[src/rtl/mac_pkg.sv]
// mac_pkg: RX descriptor field positions, fetch FSM encodings and the stream beat type
package mac_pkg;
  localparam int PTR_LEN_MSB = 11;
  localparam int PTR_CRC_BIT = 12;
  localparam int PTR_TTE_BIT = 13;
  localparam logic [1:0] ST_IDLE = 2'd0;
  localparam logic [1:0] ST_PTR_WAIT = 2'd1;
  localparam logic [1:0] ST_XFER = 2'd2;
  localparam logic [1:0] ST_DRAIN = 2'd3;
  typedef struct packed {
    logic [7:0] data;
    logic       sop;
    logic       eop;
  } beat_t;
  function automatic logic frame_drop(input logic [11:0] len, input logic crc_err, input logic [11:0] max_len);
    return crc_err | (len == 12'd0) | (len > max_len);
  endfunction
endpackage

[src/rtl/rx_fetch_skid.sv]
// rx_fetch_skid: two-entry byte buffer between the data FIFO read port and the output stream
module rx_fetch_skid
  import mac_pkg::*;
(
  input  logic       clk,
  input  logic       rstn_sys,
  input  logic       push_i,
  input  beat_t      beat_i,
  input  logic       ready_i,
  output logic       valid_o,
  output beat_t      beat_o,
  output logic [1:0] count_o
);
  beat_t e0_q, e0_d, e1_q, e1_d;
  logic [1:0] cnt_q, cnt_d;
  logic pop;
  assign valid_o = cnt_q != 2'd0;
  assign beat_o = valid_o ? e0_q : '0;
  assign count_o = cnt_q;
  // head refills from the second slot or the arriving byte; the head never moves while stalled
  always_comb begin
    pop = valid_o & ready_i;
    e0_d = pop ? (cnt_q == 2'd2 ? e1_q : beat_i) : (cnt_q == 2'd0 ? beat_i : e0_q);
    e1_d = (push_i && cnt_q == (pop ? 2'd2 : 2'd1)) ? beat_i : e1_q;
    cnt_d = cnt_q + {1'b0, push_i} - {1'b0, pop};
  end
  // entry storage and occupancy
  always_ff @(posedge clk)
    if (!rstn_sys) begin
      e0_q <= '0;
      e1_q <= '0;
      cnt_q <= '0;
    end else begin
      e0_q <= e0_d;
      e1_q <= e1_d;
      cnt_q <= cnt_d;
    end
endmodule

[src/rtl/rx_frame_fetch.sv]
// rx_frame_fetch: pops one RX descriptor at a time and streams the frame's bytes as valid/ready beats;
// frames with a CRC error, zero length or length above MAX_LEN are drained from the data FIFO silently.
// Optional RX_FETCH_STATS_EN adds saturating forwarded/dropped frame counters.
module rx_frame_fetch
  import mac_pkg::*;
#(
  parameter int         MAX_LEN = 1518,
  parameter logic [3:0] PORT_ID = 4'd0
) (
  input  logic        clk,
  input  logic        rstn_sys,
  input  logic        rx_ptr_fifo_empty,
  output logic        rx_ptr_fifo_rd,
  input  logic [19:0] rx_ptr_fifo_dout,
  output logic        rx_data_fifo_rd,
  input  logic [7:0]  rx_data_fifo_dout,
  output logic        o_valid,
  input  logic        o_ready,
  output logic [7:0]  o_data,
  output logic        o_sop,
  output logic        o_eop,
  output logic [11:0] o_len,
  output logic [1:0]  o_flags,
  output logic [3:0]  o_port
`ifdef RX_FETCH_STATS_EN
  ,
  output logic [31:0] stat_fwd,
  output logic [31:0] stat_drop
`endif
);
  localparam logic [11:0] MAX_L = 12'(MAX_LEN);
  logic [1:0] st_q, st_d;
  logic [11:0] rem_q, rem_d, len_q, len_d;
  logic [1:0] flags_q, flags_d;
  logic infl_q, infl_sop_q, infl_eop_q;
  logic ptr_rd, data_rd, pop, hand_eop, drop_done;
  logic sk_valid;
  beat_t sk_beat, sk_in;
  logic [1:0] sk_cnt;
  logic [2:0] occ;
  logic [11:0] dlen;
  logic unused_rsvd;
  assign unused_rsvd = ^rx_ptr_fifo_dout[19:14];
  assign dlen = rx_ptr_fifo_dout[PTR_LEN_MSB:0];
  assign pop = sk_valid & o_ready;
  assign hand_eop = pop & sk_beat.eop;
  assign occ = {1'b0, sk_cnt} + {2'b0, infl_q};
  assign sk_in = '{data: rx_data_fifo_dout, sop: infl_sop_q, eop: infl_eop_q};
  // frame sequencing; a read may issue only if the byte it returns has a guaranteed skid slot
  always_comb begin
    st_d = st_q;
    rem_d = rem_q;
    len_d = len_q;
    flags_d = flags_q;
    ptr_rd = 1'b0;
    data_rd = 1'b0;
    drop_done = 1'b0;
    case (st_q)
      ST_IDLE: begin
        ptr_rd = !rx_ptr_fifo_empty;
        st_d = ptr_rd ? ST_PTR_WAIT : ST_IDLE;
      end
      ST_PTR_WAIT: begin
        len_d = dlen;
        flags_d = {rx_ptr_fifo_dout[PTR_TTE_BIT], 1'b0};
        rem_d = dlen;
        drop_done = dlen == 12'd0;
        st_d = drop_done ? ST_IDLE : frame_drop(dlen, rx_ptr_fifo_dout[PTR_CRC_BIT], MAX_L) ? ST_DRAIN : ST_XFER;
      end
      ST_XFER: begin
        data_rd = rem_q != 12'd0 && occ < (pop ? 3'd3 : 3'd2);
        rem_d = rem_q - {11'd0, data_rd};
        ptr_rd = hand_eop & !rx_ptr_fifo_empty;
        st_d = ptr_rd ? ST_PTR_WAIT : hand_eop ? ST_IDLE : ST_XFER;
      end
      default: begin
        data_rd = 1'b1;
        rem_d = rem_q - 12'd1;
        drop_done = rem_q == 12'd1;
        st_d = drop_done ? ST_IDLE : ST_DRAIN;
      end
    endcase
  end
  // FSM, frame attributes and the tag of the byte currently in flight from the data FIFO
  always_ff @(posedge clk)
    if (!rstn_sys) begin
      st_q <= ST_IDLE;
      rem_q <= '0;
      len_q <= '0;
      flags_q <= '0;
      infl_q <= 1'b0;
      infl_sop_q <= 1'b0;
      infl_eop_q <= 1'b0;
    end else begin
      st_q <= st_d;
      rem_q <= rem_d;
      len_q <= len_d;
      flags_q <= flags_d;
      infl_q <= data_rd & (st_q == ST_XFER);
      infl_sop_q <= rem_q == len_q;
      infl_eop_q <= rem_q == 12'd1;
    end
  rx_fetch_skid u_skid (
    .clk(clk),
    .rstn_sys(rstn_sys),
    .push_i(infl_q),
    .beat_i(sk_in),
    .ready_i(o_ready),
    .valid_o(sk_valid),
    .beat_o(sk_beat),
    .count_o(sk_cnt)
  );
  assign rx_ptr_fifo_rd = ptr_rd & rstn_sys;
  assign rx_data_fifo_rd = data_rd & rstn_sys;
  assign o_valid = sk_valid;
  assign o_data = sk_beat.data;
  assign o_sop = sk_beat.sop;
  assign o_eop = sk_beat.eop;
  assign o_len = len_q;
  assign o_flags = flags_q;
  assign o_port = PORT_ID;
`ifdef RX_FETCH_STATS_EN
  logic [31:0] fwd_q, drop_q;
  // saturating frame counters
  always_ff @(posedge clk)
    if (!rstn_sys) begin
      fwd_q <= '0;
      drop_q <= '0;
    end else begin
      fwd_q <= fwd_q + {31'd0, hand_eop && fwd_q != '1};
      drop_q <= drop_q + {31'd0, drop_done && drop_q != '1};
    end
  assign stat_fwd = fwd_q;
  assign stat_drop = drop_q;
`endif
endmodule

[config.mk]
export PLATFORM = sky130hd
export DESIGN_NAME = rx_frame_fetch
export DESIGN_NICKNAME = d
export VERILOG_FILES = /design/src/rtl/mac_pkg.sv /design/src/rtl/rx_fetch_skid.sv /design/src/rtl/rx_frame_fetch.sv
export SDC_FILE = /design/constraint.sdc
export NUM_CORES = 1
export LEC_CHECK = 0
export ABC_AREA = 0
export ABC_CLOCK_PERIOD_IN_PS = 2700
export CORE_ASPECT_RATIO = 0.8
export CORE_MARGIN = 1.5
export CORE_UTILIZATION = 40
export CTS_BUF_LIST = sky130_fd_sc_hd__clkbuf_16
export CTS_CLUSTER_DIAMETER = 200
export DETAILED_ROUTE_END_ITERATION = 8
export GPL_TIMING_DRIVEN = 0
export PLACE_DENSITY = 0.74
export SYNTH_ARGS = -nofsm -noshare
export SYNTH_HDL_FRONTEND = slang
export SYNTH_SLANG_ARGS = --single-unit
[constraint.sdc]
create_clock -name clk -period 2.7 [get_ports clk]
set_input_delay 0.405 -clock clk [delete_from_list [all_inputs] [get_ports clk]]
set_output_delay 0.405 -clock clk [all_outputs]
set_load 0.02 [all_outputs]
-- Yosys cells after proc, flatten, opt, wreduce, memory -nomap -nowiden
Cells that the tools add are included.
- bits of input ports: 32
- register bits: 52
- word-level logic and storage cells: 61
- equality and inequality tests: 6
- $add $sub $neg: 5
- order comparisons: 2
- mux-type cells: 16
- bitwise gates (word level): 8
- reduce and logical (&&, ||, !) cells: 10
- operators by type and width (cell ; number):
    10-bit 2-to-1 mux ; 4
    12-bit case mux with 3 select lines ; 1
    12-bit by 1-bit equality test with 1-bit output (second input constant) ; 1
    12-bit equality test ; 1
    12-bit by 11-bit > comparator with 1-bit output (second input constant) ; 1
    12-bit zero test ; 1
    12-bit nonzero test ; 1
    12-bit by 1-bit subtractor with 12-bit output ; 1
    12-bit by 1-bit subtractor with 12-bit output (second input constant) ; 1
    2-bit 2-to-1 mux ; 5
    1-bit bitwise AND ; 6
    2-bit case mux with 3 select lines ; 1
    2-bit equality test (second input constant) ; 2
    2-bit zero test ; 2
    1-bit case mux with 2 select lines ; 2
    2-bit nonzero test ; 2
    2-bit by 1-bit adder with 3-bit output ; 1
    3-bit by 2-bit < comparator with 1-bit output ; 1
    1-bit 2-to-1 mux ; 3
    2-bit by 1-bit adder with 2-bit output ; 1
    2-bit by 1-bit equality test with 1-bit output (second input constant) ; 1
    2-bit equality test ; 1
    1-bit logical AND ; 2
    1-bit OR ; 2
    3 further kinds ; 3

-- Depth between registers and ports, before layout
- depth in word-level cells: 7
- mapped depth: 13
- mapped depth without buffers: 12

-- Cells and area by module
A second synthesis with hierarchy kept.
- cells, all modules: 371
- area, all modules: 3128.0 um^2
- modules (own cells, without submodules) (module ; times used ; cells an instance ; area each (um^2)):
    rx_frame_fetch ; 1 ; 256 ; 2107.0
    rx_fetch_skid ; 1 ; 115 ; 1021.0

-- Worst setup path before layout
OpenSTA, ideal clock, no wires.
- path kind: register -> register
- from: register rem_q[7]
- to: register rem_q[1]
- data arrival time: 2.180 ns
- data required time: 2.585 ns
- cell stages (with the launch flop): 14
- setup slack: 0.405 ns
- path buffers: 1
- setup time: 0.115 ns
- path through: dfxtp_1 buf_6 nor4_4 and4_4 nand3b_2 nand3b_2 inv_1 ha_1 ha_1 inv_1 a221oi_1 a211oi_1 a21oi_1 nor2b_1
- cells in the longest elaborated chain, start to end: 4
- RTL lines (item ; line ; RTL):
    start, declared ; rx_frame_fetch.sv:33 ; logic [11:0] rem_q, rem_d, len_q, len_d;
    start signal, assigned ; rx_frame_fetch.sv:96 ; rem_q <= rem_d;
    12-bit nonzero test ; rx_frame_fetch.sv:71 ; data_rd = rem_q != 12'd0 && occ < (pop ? 3'd3 : 3'd2);
    1-bit logical AND ; rx_frame_fetch.sv:71 ;
    12-bit by 1-bit subtractor with 12-bit output ; rx_frame_fetch.sv:72 ; rem_d = rem_q - {11'd0, data_rd};
    12-bit case mux with 3 select lines ; rx_frame_fetch.sv:58 ; case (st_q)
No other way between the ends.
A chain may end at the register's enable or synchronous reset.

-- Worst setup path after layout
- from: register rem_q[9]
- to: register rem_q[1]
Same word-level chain as after synthesis.

==> results.md <==
- Slowest cell delay on critical path: 0.35 ns
- Post-route worst hold slack: 0.492 ns
- Initial cell density of the core: 42.2%
- Power after layout: 3.79 mW
- Clock Skews: 0.00243 ns
- DIE HEIGHT: 82.7 um
- Final Setup Violations: 0
- Largest net degree at the start of global routing: 17
- Post-route setup slack: 0.103 ns
- Number of buffers between clock root and the deepest sink: 2
- Residual overflow from global routing: 0
- Latest clock arrival within the worst-skew pair: 0.29 ns
- Unrepaired setup endpoints after global routing: no
- Static Leak: 1.75 nW
- Switching power: 1.58 mW
- Worst endpoint required time: 2.88 ns
- Top Family by Delay on Critical Path: simple AND/OR/NAND/NOR gates
- Setup crit end kind: register
- # DRC: 0
- Wirelength per Cell: 15.8 um
- Period utilization: 96.2%
- Number of enable-type register cells in the synthesized netlist: 0
- Wire length of the first global-routing pass: 13100 um
- Number of placed instances, taps included: 517
- Mean area per synthesized cell: 8.88 sq um
- Data arrival time at the worst-slack endpoint: 2.78 ns
- Number of synthesized register bits: 52
- Status: completed
- Inserted Clock Buffers: 5
- Layout cells sized above 1: 10.9%
- Placer Congestion: 0.919
- Minimum clock period: 2.60 ns
- Crit path launch type: register
- Dominant cell type by area after synthesis: dfxtp_1
- Netlist Area Pre-Place: 3180 sq um
- Worst-path fanout max: 6
- Slowest cell on the critical path: nor4_4
- Via count of the routed design: 2898
- Reg power frac: 27.1%
- Antenna Cells: 0
- Detail Placement HPWL: 6070 um
- Routed wire length: 8350 um
- Reg2Reg Launch Point: rem_q[9]
- IO buf count: 50
- Number of routed nets with antenna violations: 0
- Combinational share of power: 56.3%
- First element of the critical path: rem_q[9]
- Critical Path, Cell by Cell: clkbuf_2 > nor4_4 > and4_4 > nand3b_2 > nand3b_2 > inv_1 > ha_1 > ha_1 > inv_1 > a221oi_1 > a211oi_1 > a21oi_1 > nor2b_1
- Post-place instance area: 3820 sq um
- Worst hold path type: reg2reg
- Number of top-level design ports: 63
- Top achievable clock speed: 385 MHz
- Internal Dissipation: 2.21 mW
- Clk pwr share: 16.6%
- Global routing usage summed across all routing layers: 20.1%
- FILL cells: 681
- Largest voltage drop on the vdd net: 412 uV
- Number of distinct library cells after synthesis: 53
- Fin. Hold Viols: 0
- Most common flop cell mapped by yosys: dfxtp_1
- Final layout net count: 467
- Start-to-end type of the worst setup path: reg2reg
- DIE AREA: 8490 sq um
- TritonCTS clock tree: built
- Clock-pin transition on the worst setup and hold timing paths: 0.07 ns
- Final std cells w/o fill: 528
- Post-route cell area: 3990 sq um
- DP Worst Slack: -0.0941 ns
- Router iterations before antenna repair: 5
- Yosys synthesis warning count: 0
- Area share of the largest cell type after synthesis: 32.8%
- Part of the Yosys area used for sequential elements: 32.8%
- Worst Tran Pin Value: 0.547 ns
- Clock Tree Root: clkbuf_16
- Area of the core: 7530 sq um
- Sink count of the clock tree: 52
- Power Dens Cells: 951 nW/um^2
- Area contributors post-synth: dfxtp_1 (33%), mux2i_1 (10%), ha_1 (5.1%), xnor2_1 (4.7%), nor2b_1 (4.5%)
- Cell Rows: 28
- Switching Share: 41.8%
- Worst Min Path Start: u_skid.e0_q[7]
- Max-Cap Viols: 0
- Area growth from synthesis to layout: 25.5%
- # H-tree levels: 2
- Antenna violations before repair: 0
- Number of buffers and inverters on the critical path: 3
- X dimension of the die: 103 um
- Number of global-route vias before repair: 2673
- Routed vias/inst: 5.49
- Share of flip-flops with an asynchronous set or reset: 0%
- 1st-iter DRT viols: 251
- Final-report max-slew violation count: 0
- Remaining max-slew budget at the tightest pin: 63.5%
- Syn Inst Count: 358
==> per-stage QoR <==
| step | util (%) | setup TNS, ns |
|---|---|---|
| 2_1_floorplan | - | 0 |
| 3_5_place_dp | 50.8 | -0.240 |
| 4_1_cts | 52.7 | 0 |
| 5_1_grt | 52.9 | 0 |
| 6_report | 52.9 | 0 |
| 3_3_place_gp | 50.8 | -0.191 |
==> sequential cells by signal, summed over array words and instances (netlist names) <==
name,cells
u_skid.count_o,2
infl_sop_q,1
o_len,12
u_skid.e0_q,10
infl_eop_q,1
o_flags,1
u_skid.e1_q,10
infl_q,1
st_q,2
rem_q,12
==> final timing paths <==
path	to	slack [ns]	cells past startpoint
setup / recovery	rem_q[1]	0.10	13
setup reg to reg	rem_q[1]	0.10	13
hold / removal	u_skid.e0_q[7]	0.49	1
hold reg to reg	u_skid.e0_q[7]	0.49	1
==> synth_stat cells (2+ instances only) <==
cell type and count:
o21ai_0 7, and3_1 2, clkbuf_2 2, inv_1 14, a221oi_1 10, nor3_1 4
o221ai_1 2, a21boi_0 2, buf_2 10, nand4_1 8, buf_4 7, xor2_1 6
buf_6 2, xnor2_1 17, a32oi_1 3, nor2b_1 23, o211ai_1 3, nand3_1 14
nor2_1 21, dfxtp_1 52, mux2i_1 33, a211oi_1 3, clkbuf_1 9, nor2_2 2
a21oi_1 11, nand2b_1 2, nor4_1 4, o211a_1 10, nor3b_4 2, nand2_1 24
nand3b_2 2, and2_1 14, ha_1 13
==> power groups by stage <==
| stage | clock [mW] | combinational [mW] | sequential (mW) |
|---|---|---|---|
| after detailed placement | 0 | 2.02 | 1.04 |
| after floorplan | 0 | 1.51 | 1.04 |
| after global placement | 0 | 1.97 | 1.04 |
| after global routing | 0.667 | 2.34 | 1.04 |
| final | 0.630 | 2.14 | 1.03 |
| after CTS | 0.643 | 2.03 | 1.02 |
==> layout by cell type, fill, tap and decap left out, drive strengths merged, types with 2 or more instances in the layout <==
cell and n:
dfxtp 52, clkdlybuf4s50 49, mux2i 33, nand2 24
nor2b 23, nor2 23, buf 22, clkbuf 18
xnor2 17, inv 15, and2 14, nand3 14
ha 13, a21oi 11, o211a 10, a221oi 10
o21ai 9, nand4 8, xor2 6, nor4 6
conb 5, nor3 5, a211oi 3, a32oi 3
o211ai 3, a21boi 3, nand3b 2, nand2b 2
nor3b 2, o221ai 2, and3 2, clkinv 2
==> kinds of logic (layout without fill, tap and decap cells) <==
kind of cell,Yosys count,in the layout,synth area share (%)
xor gates and xnor gates,23,23,6.34
adders and majority gates,13,13,5.12
buffers and inverters,45,106,7.09
other,1,5,0.118
and+or+nand+nor,130,130,23.7
AOI/OAI and AO/OA,61,61,14.4
muxes,33,33,10.4
DFF,52,52,32.8
==> layout make-up <==
cell class / count / area, sq um / area share [%]
Multi-Input combinational cell: 265 / 1930 / 48.3
Sequential cell: 52 / 1040 / 26.1
Timing Repair Buffer: 53 / 518 / 13.0
Buffer: 31 / 175 / 4.39
Tap cell: 105 / 131 / 3.29
Clock buffer: 5 / 125 / 3.14
Inverter: 14 / 52.6 / 1.32
Clock inverter: 3 / 17.5 / 0.439
==> per-layer routing <==
metal	part of all wire (%)	global-route usage, %	up-vias	wire (um)
met5	0	0	-	0
met4	1.4	6.30	0	121
met3	8.8	4.46	16	736
met2	45	31.3	143	3780
met1	45	27.6	1350	3720
li1	-	-	1389	-
==> repair_timing <==
item / in CTS / in global routing
buffers inserted: 0 / 3
endpoints found under the setup margin: 1 / 6
hold buffers: 0 / 0
resized for setup: 2 / 3
pin swaps: 0 / 1
(Power assumes the default switching activity.)
